`config.mk`:
```
export PLATFORM = sky130hd
export DESIGN_NAME = mano_control_sequencer
export DESIGN_NICKNAME = d
export VERILOG_FILES = /design/src/rtl/mano_ctrl_pkg.sv /design/src/rtl/mano_seq_counter.sv /design/src/rtl/mano_control_sequencer.sv
export SDC_FILE = /design/constraint.sdc
export NUM_CORES = 1
export LEC_CHECK = 0
export CAP_MARGIN = 0
export CORE_UTILIZATION = 45
export DETAILED_ROUTE_END_ITERATION = 8
export PLACE_DENSITY = 0.85
export SYNTH_ARGS = -nofsm -noshare
export SYNTH_HDL_FRONTEND = slang
export SYNTH_SLANG_ARGS = --single-unit
```
`constraint.sdc`:
```
create_clock -name clk -period 4.9 [get_ports clk]
set_clock_uncertainty 0.1 [all_clocks]
set_input_delay 0.735 -clock clk [delete_from_list [all_inputs] [get_ports clk]]
set_output_delay 0.735 -clock clk [all_outputs]
set_load 0.01 [all_outputs]
```
`src/rtl/mano_ctrl_pkg.sv`:
```
// Shared constants for the basic-computer timing-and-control unit:
// opcode encodings, B-bit indices and per-opcode completion timesteps.
package mano_ctrl_pkg;

    localparam int DEFAULT_SC_WIDTH    = 4;
    localparam int DEFAULT_INSTR_WIDTH = 16;

    localparam logic [2:0] OP_AND = 3'd0;
    localparam logic [2:0] OP_ADD = 3'd1;
    localparam logic [2:0] OP_LDA = 3'd2;
    localparam logic [2:0] OP_STA = 3'd3;
    localparam logic [2:0] OP_BUN = 3'd4;
    localparam logic [2:0] OP_BSA = 3'd5;
    localparam logic [2:0] OP_ISZ = 3'd6;
    localparam logic [2:0] OP_RIO = 3'd7;

    localparam int B_HLT = 0;
    localparam int B_INC = 5;
    localparam int B_SHL = 6;
    localparam int B_SHR = 7;
    localparam int B_CMA = 9;
    localparam int B_CLA = 11;

    localparam int STEP_RIO   = 3;
    localparam int STEP_SHORT = 4;
    localparam int STEP_LONG  = 5;
    localparam int STEP_ISZ   = 6;
    localparam int STEP_MAX   = 6;

    typedef enum logic {
        ST_RUN  = 1'b0,
        ST_HALT = 1'b1
    } seq_state_t;

    // Last timestep of an instruction; SC clears at the end of this step.
    function automatic int completion_step(input logic [2:0] op);
        int step;
        step = STEP_LONG;
        case (op)
            OP_RIO:         step = STEP_RIO;
            OP_STA, OP_BUN: step = STEP_SHORT;
            OP_ISZ:         step = STEP_ISZ;
            default:        step = STEP_LONG;
        endcase
        return step;
    endfunction

endpackage

```
`src/rtl/mano_seq_counter.sv`:
```
// Sequence counter with clear/hold/increment control (clear wins) and
// a one-hot decode of the count onto the timing lines.
module mano_seq_counter
    import mano_ctrl_pkg::*;
#(
    parameter int SC_WIDTH = DEFAULT_SC_WIDTH
) (
    input  logic                   clk,
    input  logic                   rst_n,
    input  logic                   inc,
    input  logic                   hold,
    input  logic                   clr,
    output logic [SC_WIDTH-1:0]    sc,
    output logic [2**SC_WIDTH-1:0] t
);

    // NOTE: state registers use non-blocking assignment so every flop
    // samples pre-edge values regardless of block evaluation order.
    always_ff @(posedge clk or negedge rst_n) begin
        if (!rst_n) begin
            sc <= '0;
        end else if (clr) begin
            sc <= '0;
        end else if (!hold && inc) begin
            sc <= sc + 1'b1;
        end
    end

    always_comb begin
        t     = '0;
        t[sc] = 1'b1;
    end

endmodule

```
`src/rtl/mano_control_sequencer.sv`:
```
// Timing-and-control unit: IR, sequence counter, D/T/I/r/p/B decodes and
// halt/resume. Defining MANO_SEQ_INT_EN adds the interrupt cycle (ien/fgi/fgo, int_r).
module mano_control_sequencer
    import mano_ctrl_pkg::*;
#(
    parameter int SC_WIDTH    = DEFAULT_SC_WIDTH,
    parameter int INSTR_WIDTH = DEFAULT_INSTR_WIDTH
) (
    input  logic                   clk,
    input  logic                   rst_n,
    input  logic [INSTR_WIDTH-1:0] instr,
    input  logic                   instr_valid,
    output logic                   instr_ready,
    input  logic                   resume,
    output logic [2**SC_WIDTH-1:0] t,
    output logic [7:0]             d,
    output logic                   i,
    output logic                   r,
    output logic                   p,
    output logic [11:0]            b,
`ifdef MANO_SEQ_INT_EN
    input  logic                   ien,
    input  logic                   fgi,
    input  logic                   fgo,
    output logic                   int_r,
`endif
    output logic                   halted
);

    seq_state_t state_q, state_d;

    logic [INSTR_WIDTH-1:0] ir;
    logic [SC_WIDTH-1:0]    sc;
    logic [2**SC_WIDTH-1:0] t_raw;
    logic [2:0]             opcode;
    logic                   sc_inc, sc_hold, sc_clr;
    logic                   int_clr;
    logic                   ir_load;
    logic                   guard_fire;

`ifndef MANO_SEQ_INT_EN
    logic int_r;
    assign int_r = 1'b0;
`endif

    mano_seq_counter #(.SC_WIDTH(SC_WIDTH)) u_sc (
        .clk   (clk),
        .rst_n (rst_n),
        .inc   (sc_inc),
        .hold  (sc_hold),
        .clr   (sc_clr),
        .sc    (sc),
        .t     (t_raw)
    );

    assign halted      = (state_q == ST_HALT);
    assign t           = halted ? '0 : t_raw;
    assign opcode      = ir[14:12];
    assign i           = ir[15];
    assign b           = ir[11:0];
    assign r           = d[OP_RIO] & ~i & t[3];
    assign p           = d[OP_RIO] &  i & t[3];
    assign instr_ready = t[1] & ~halted & ~int_r;
    assign ir_load     = instr_valid & instr_ready;

    always_comb begin
        d         = '0;
        d[opcode] = 1'b1;
    end

    always_ff @(posedge clk or negedge rst_n) begin
        if (!rst_n) begin
            state_q <= ST_RUN;
        end else begin
            state_q <= state_d;
        end
    end

    // NOTE: IR is reset explicitly because the D/I/B decodes are visible
    // outputs during T0/T1; an unreset IR would leak X into the gate blocks.
    always_ff @(posedge clk or negedge rst_n) begin
        if (!rst_n) begin
            ir <= '0;
        end else if (ir_load) begin
            ir <= instr;
        end
    end

`ifdef MANO_SEQ_INT_EN
    // Interrupt request latches only outside T0..T2 so a cycle in flight is never split.
    always_ff @(posedge clk or negedge rst_n) begin
        if (!rst_n) begin
            int_r <= 1'b0;
        end else if (int_clr) begin
            int_r <= 1'b0;
        end else if (ien && (fgi || fgo) && !halted && sc > SC_WIDTH'(2)) begin
            int_r <= 1'b1;
        end
    end
`endif

    // NOTE: every signal driven here gets a default first, so no path
    // through the case/if tree can leave a latch behind.
    always_comb begin
        state_d    = state_q;
        sc_inc     = 1'b0;
        sc_hold    = 1'b0;
        sc_clr     = 1'b0;
        int_clr    = 1'b0;
        guard_fire = 1'b0;
        case (state_q)
            ST_RUN: begin
                if (int_r && sc == SC_WIDTH'(2)) begin
                    sc_clr  = 1'b1;
                    int_clr = 1'b1;
                end else if (!int_r && sc == SC_WIDTH'(1) && !instr_valid) begin
                    sc_hold = 1'b1;
                end else if (r && b[B_HLT]) begin
                    sc_clr  = 1'b1;
                    state_d = ST_HALT;
                end else if (sc == SC_WIDTH'(completion_step(opcode))) begin
                    sc_clr = 1'b1;
                end else if (sc >= SC_WIDTH'(STEP_MAX)) begin
                    // Safety net only; legal decode always completes by T6.
                    sc_clr     = 1'b1;
                    guard_fire = 1'b1;
                end else begin
                    sc_inc = 1'b1;
                end
            end
            ST_HALT: begin
                sc_hold = 1'b1;
                if (resume) begin
                    state_d = ST_RUN;
                end
            end
            default: state_d = ST_RUN;
        endcase
    end

endmodule

```
After elaboration in Yosys (flattened, before gate mapping)
Index checks and enable logic that the tools add are counted.

operators by class
  $lt $le $gt $ge = 5
  shifts and indexed selects = 0
  muxes and demuxes = 27
  multipliers = 0
  reduce and logical (&&, ||, !) cells = 9
  bitwise operators = 8
  divide/modulo/power cells = 0
  add/sub/neg operators = 1
  eq/ne operators = 6

operator list
  operator               number
  $mux W4                5
  $mux W1                16
  $mux W16               1
  $eq A3 B3 Y1 const B   3
  $pmux W3 S3            1
  $and A1 B1 Y1          6
  $logic_and A1 B1 Y1    5
  $lt A4 B5 Y1 const B   1
  $add A4 B1 Y4 const B  1
  $demux W1 S4           1
  $eq A4 B1 Y1 const B   1
  $eq A4 B4 Y1           1
  $ge A4 B1 Y1 const B   1
  $ge A4 B3 Y1 const B   1
  $lt A3 B4 Y1 const B   1
  $pmux W1 S2            2
  $demux W1 S3           1
  $eq A3 B2 Y1 const B   1
  $ge A3 B1 Y1 const B   1
  $logic_not A1 Y1       2
  $not A1 Y1             2
  $reduce_bool A2 Y1     1
  $reduce_or A2 Y1       1

storage, ports and cells
  bits in registers = 21
  latch bits = 0
  memories = 0
  input port bits = 20
  ROM bits = 0
  memory bits (writable) = 0

Depth between registers and ports, before layout
  depth after elaboration = 18
  gate-level depth with buffers = 7
  gate-level depth less buffers = 6

Hierarchy
Synthesis repeated with hierarchy kept, for this count alone.

second synthesis, totals
  cells, all modules = 141
  area total of the unflattened synthesis = 1,407.6 sq um

by module, submodules not included
  module                  instances  area each (sq um)  seq. area each (sq um)  cells each
  mano_control_sequencer  1          1,039.7            425.4                   99
  mano_seq_counter        1          367.9              100.1                   42

Least setup slack after synthesis
OpenSTA, ideal clock, no wires.

  path type = register to output
  start = reg u_sc.sc[1]
  end = out r
  stages on the path, launching flop included = 5
  required time = 4.065 ns
  arrival time = 1.341 ns
  path slack = 2.724 ns
  cells stage by stage = dfrtp_1 > ha_1 > nand2b_2 > nor3_1 > and3b_1

on the way
  longest elaborated chain between the ends = 6
  elaborated cells on any way between the ends = 7
  those cells by class = order compare (2); mux (3); bitwise (1); reduce/logical (1)

RTL lines
  what                                                                       RTL line                      RTL
  start, declared                                                            mano_seq_counter.sv:13        output logic [SC_WIDTH-1:0] sc,
  start signal, assigned                                                     mano_seq_counter.sv:25        sc <= sc + 1'b1;
  $lt A4 B5 Y1 (implied by the code) / $ge A4 B1 Y1 (equally long branches)  mano_seq_counter.sv:31        t[sc] = 1'b1;
  $logic_and A1 B1 Y1 (implied by the code)                                  mano_seq_counter.sv:31
  $mux W1 (implied by the code)                                              mano_seq_counter.sv:31
  $demux W1 S4 *                                                             -
  $mux W16 *                                                                 mano_control_sequencer.sv:57  assign t = halted ? '0 : t_raw;
  net t[3]                                                                   mano_control_sequencer.sv:15  output logic [2**SC_WIDTH-1:0] t,
  $and A1 B1 Y1 *                                                            mano_control_sequencer.sv:61  assign r = d[OP_RIO] & ~i & t[3];
  end, declared                                                              mano_control_sequencer.sv:18  output logic r,

Mark *: on every way through the listed nets, which the timed path passes. The rest lies on a longest branch.

Worst setup path in the final report
  start = reg u_sc.sc[1]
  end = out r

on the way
  longest elaborated chain between the ends = 6
  elaborated cells on any way between the ends = 7
  those cells by class = order compare (2); mux (3); bitwise (1); reduce/logical (1)

RTL lines
  what                                                                       RTL line
  $lt A4 B5 Y1 (implied by the code) / $ge A4 B1 Y1 (equally long branches)  mano_seq_counter.sv:31
  $logic_and A1 B1 Y1 (implied by the code)                                  mano_seq_counter.sv:31
  $mux W1 (implied by the code)                                              mano_seq_counter.sv:31
  $demux W1 S4 *                                                             -
  $mux W16 *                                                                 mano_control_sequencer.sv:57
  $and A1 B1 Y1 *                                                            mano_control_sequencer.sv:61

Mark *: on every way between the ends. The rest lies on a longest branch, timed or not.

==> summary.md <==
| Metric | Value |
|---|---|
| Post-cts hold buffer count | 0 |
| Syn-to-layout area delta | 36.36% |
| Final ANT Viol Nets | 0 |
| Post-CTS Resized | 0 |
| Die W | 57.66 µm |
| Switching Share | 0.3855 |
| Synth warnings | 0 |
| CTS Sinks | 21 |
| Tmin final | 3.026 ns |
| Main combinational cell family by area after synthesis | simple AND/OR/NAND/NOR gates |
| Crit-path cells | ha_1 > nand2b_2 > nor3_1 > and3b_1 > clkdlybuf4s50_1 |
| Setup crit start kind | flip-flop |
| Die area | 3324 µm² |
| Crit path max fanout | 8 |
| Int Power | 0.6668 mW |
| Leading area contributor after synthesis | dfrtp_1 |
| Share of post-route cells with drive strength above 1 | 0.1676 |
| Combinational group share of total power | 0.595 |
| Endpoints failing hold | 0 |
| Crit Path Category | flip-flop to output pin |
| WL final | 3050 µm |
| Cell variety after synth | 39 |
| Status | finished, violations left |
| Net Count, Synth | 153 |
| Synth Area in Adders | 0.03591 |
| Vias per cell | 5.368 |
| Flop pwr share | 0.331 |
| CP peak stage delay | 0.55 ns |
| Mean area per synthesized cell | 10.80 µm² |
| Worst Path Arrival | 2.19 ns |
| Setup Buffers After CTS | 0 |
| Cells after Synth | 129 |
| Synth top area share | 0.3770 |
| Post-Syn Area | 1394 µm² |
| Worst-margin pin slew | 0.9222 ns |
| CP Capture Point | r |
| Synth Area in Compound Gates | 0.06822 |
| Initial core utilization | 0.4886 |
| R2R setup slack | 2.95 ns |
| F_max | 0.3305 GHz |
| CP bufs+invs | 1 |
| First-pass GRT wire length | 5175 µm |
| Total power | 1.085 mW |
| Fin area | 1901 µm² |
| Final worst-path cycle share | 0.6175 |
| Reg clk slew, reported paths | 0.10 ns |
| PwrDens | 570.9 nW/µm² |
| DR vias | 1095 |
| Final setup viols | 0 |
| FF-to-FF path depth | 6 |
| CP startpoint | u_sc.sc[1] |
| FF-to-FF End | ir[13] |
| Post-DP HPWL | 2385 µm |
| Xor and xnor fraction of the mapped netlist area | 0.006284 |
| Largest net degree at the start of global routing | 22 |
| Most numerous cell in the Yosys netlist | dfrtp_1 |
| Slowest cell on crit path | clkdlybuf4s50_1 |
| Nets@finish | 198 |
| Htree depth | 1 |
| CP required | 4.07 ns |
| Drt first pass iters | 6 |
| Synth Flop Type | dfrtp_1 |
| PortBufs | 60 |
| Unrepaired setup endpoints after global routing | no |
| CTS tree | built |
| Top delay family on crit path | simple AND/OR/NAND/NOR gates |
| Top post-synthesis cells by area | dfrtp_1, mux2_4, buf_4 |
| I/O Pins | 61 |
| Num CTS Buffers | 3 |
| Seq cells post-synth | 21 |
| # diodes | 0 |
| Max_slew headroom | 0.3833 |
| Clock Latency Late Sink | 0.30 ns |
| Violated checks | design-rule violations |
| Fillers | 223 |
| GR Overflow Total | 0 |
| Die height | 57.66 µm |
| Mux contribution to synthesized area | 0.1634 |
| Post-synthesis sequential area ratio | 0.3770 |
| Psw | 0.4183 mW |
| Simple-gate area share of the yosys netlist | 0.2181 |
| Levels on crit path | 5 |
| Synth top cells by count | dfrtp_1, nor2_1, buf_4 |
| Non-Filler Instances | 204 |
| Slew Limit Fails | 0 |
| Routed len/inst | 14.95 µm |
| Post-DP Area | 1873 µm² |
| Number of cells after detailed placement | 200 |
| Setup TNS | 0 ns |
| Async S/R FF share, synth | 1.000 |
| LEAKAGE | 0.8211 nW |
| Routability cong. | 0.8399 |
| GRT Resource Usage Total | 0.1992 |
| Core area | 2853 µm² |
| Initial drt markers | 45 |
| EDFF count, synth | 0 |
| RR Startpoint | u_sc.sc[1] |
| Antenna violations before repair | 0 |
| Worst-case clock buffer depth | 2 |
| Clk pwr share | 0.074 |
| Hold Path Class | flip-flop to flip-flop |
| Row cnt | 19 |
| VDD IR max | 0.3392 mV |
| Number of global-route vias before repair | 1092 |
| Max-Cap Viols | 0 |
| Root Driver | clkbuf_4 |
| Critical Path End Type | output pin |
| DRC Markers | 5 |
[metal layers]
metal | global-route usage | share of wire | routed length, µm
met1 | 0.2489 | 0.42 | 1285
met2 | 0.3555 | 0.51 | 1548
met3 | 0.02902 | 0.061 | 185
met4 | 0.06463 | 0.010 | 31
met5 | 0 | 0 | 0
[stage by stage]
step                      utilization  setup slack, ns  hold WS, ns
after floorplan                     -            2.724       0.3394
after global placement         0.6566            2.281       0.3883
after detailed placement       0.6566            2.219       0.3997
after CTS                      0.6662            1.877       0.4276
after global routing           0.6662            1.690       0.4444
final                          0.6662            1.874       0.4240
[cells by family after synthesis]
family | after synthesis
AOI/OAI and AO/OA | 11
buffers and inverters | 26
DFF | 21
adders and majority gates | 4
muxes | 17
and+or+nand+nor | 49
xor gates and xnor gates | 1
[state kept, by name, summed over array words and instances (netlist names)]
| name | flops |
|---|---|
| ir | 16 |
| halted | 1 |
| u_sc.sc | 4 |
[cell usage in the layout, fill, tap and decap left out, types with 2 or more instances in the layout]
master           count
clkbuf_4             3
nor3_1               4
and3b_1              4
nor2_1              15
inv_1                6
o31ai_2              2
nand2_1              7
mux2_2               6
ha_1                 4
and3_1               2
nand2b_1             3
dfrtp_1             21
clkdlybuf4s50_1     60
nor3b_1              4
mux2_4              10
[worst register-to-register path, stage by stage, from the launching register on]
cell,delay (ns)
dfrtp_1,0.48
inv_1,0.15
ha_1,0.25
nand2b_4,0.09
nor3_4,0.20
nand2_4,0.21
mux2_4,0.35
[area by class of cell]
cell class / count / area (µm²) / share of cell area
Inverter: 6 / 22.52 / 0.01185
Clock buffer: 3 / 22.52 / 0.01185
Tap cell: 31 / 38.79 / 0.02041
Timing Repair Buffer: 60 / 600.6 / 0.3160
Clock inverter: 1 / 5.005 / 0.002633
Multi-Input combinational cell: 82 / 685.7 / 0.3608
Sequential cell: 21 / 525.5 / 0.2765
[worst min-delay path by stage]
stage | from | cells past startpoint | end
6_report | ir[1] | 1 | ir[1]
5_1_grt | ir[6] | 1 | ir[6]
4_1_cts | ir[7] | 1 | ir[7]
3_5_place_dp | ir[7] | 1 | ir[7]
3_3_place_gp | ir[4] | 1 | ir[4]
2_1_floorplan | rst_n | 0 | halted
[power by group through the flow]
stage	clock, mW	sequential, mW	combinational, mW
after global placement	0	0.352	0.625
after detailed placement	0	0.359	0.647
after floorplan	0	0.309	0.501
after CTS	0.0839	0.357	0.649
after global routing	0.0942	0.375	0.696
final	0.0803	0.360	0.645
Note: power is estimated with default switching activity, not from simulation.
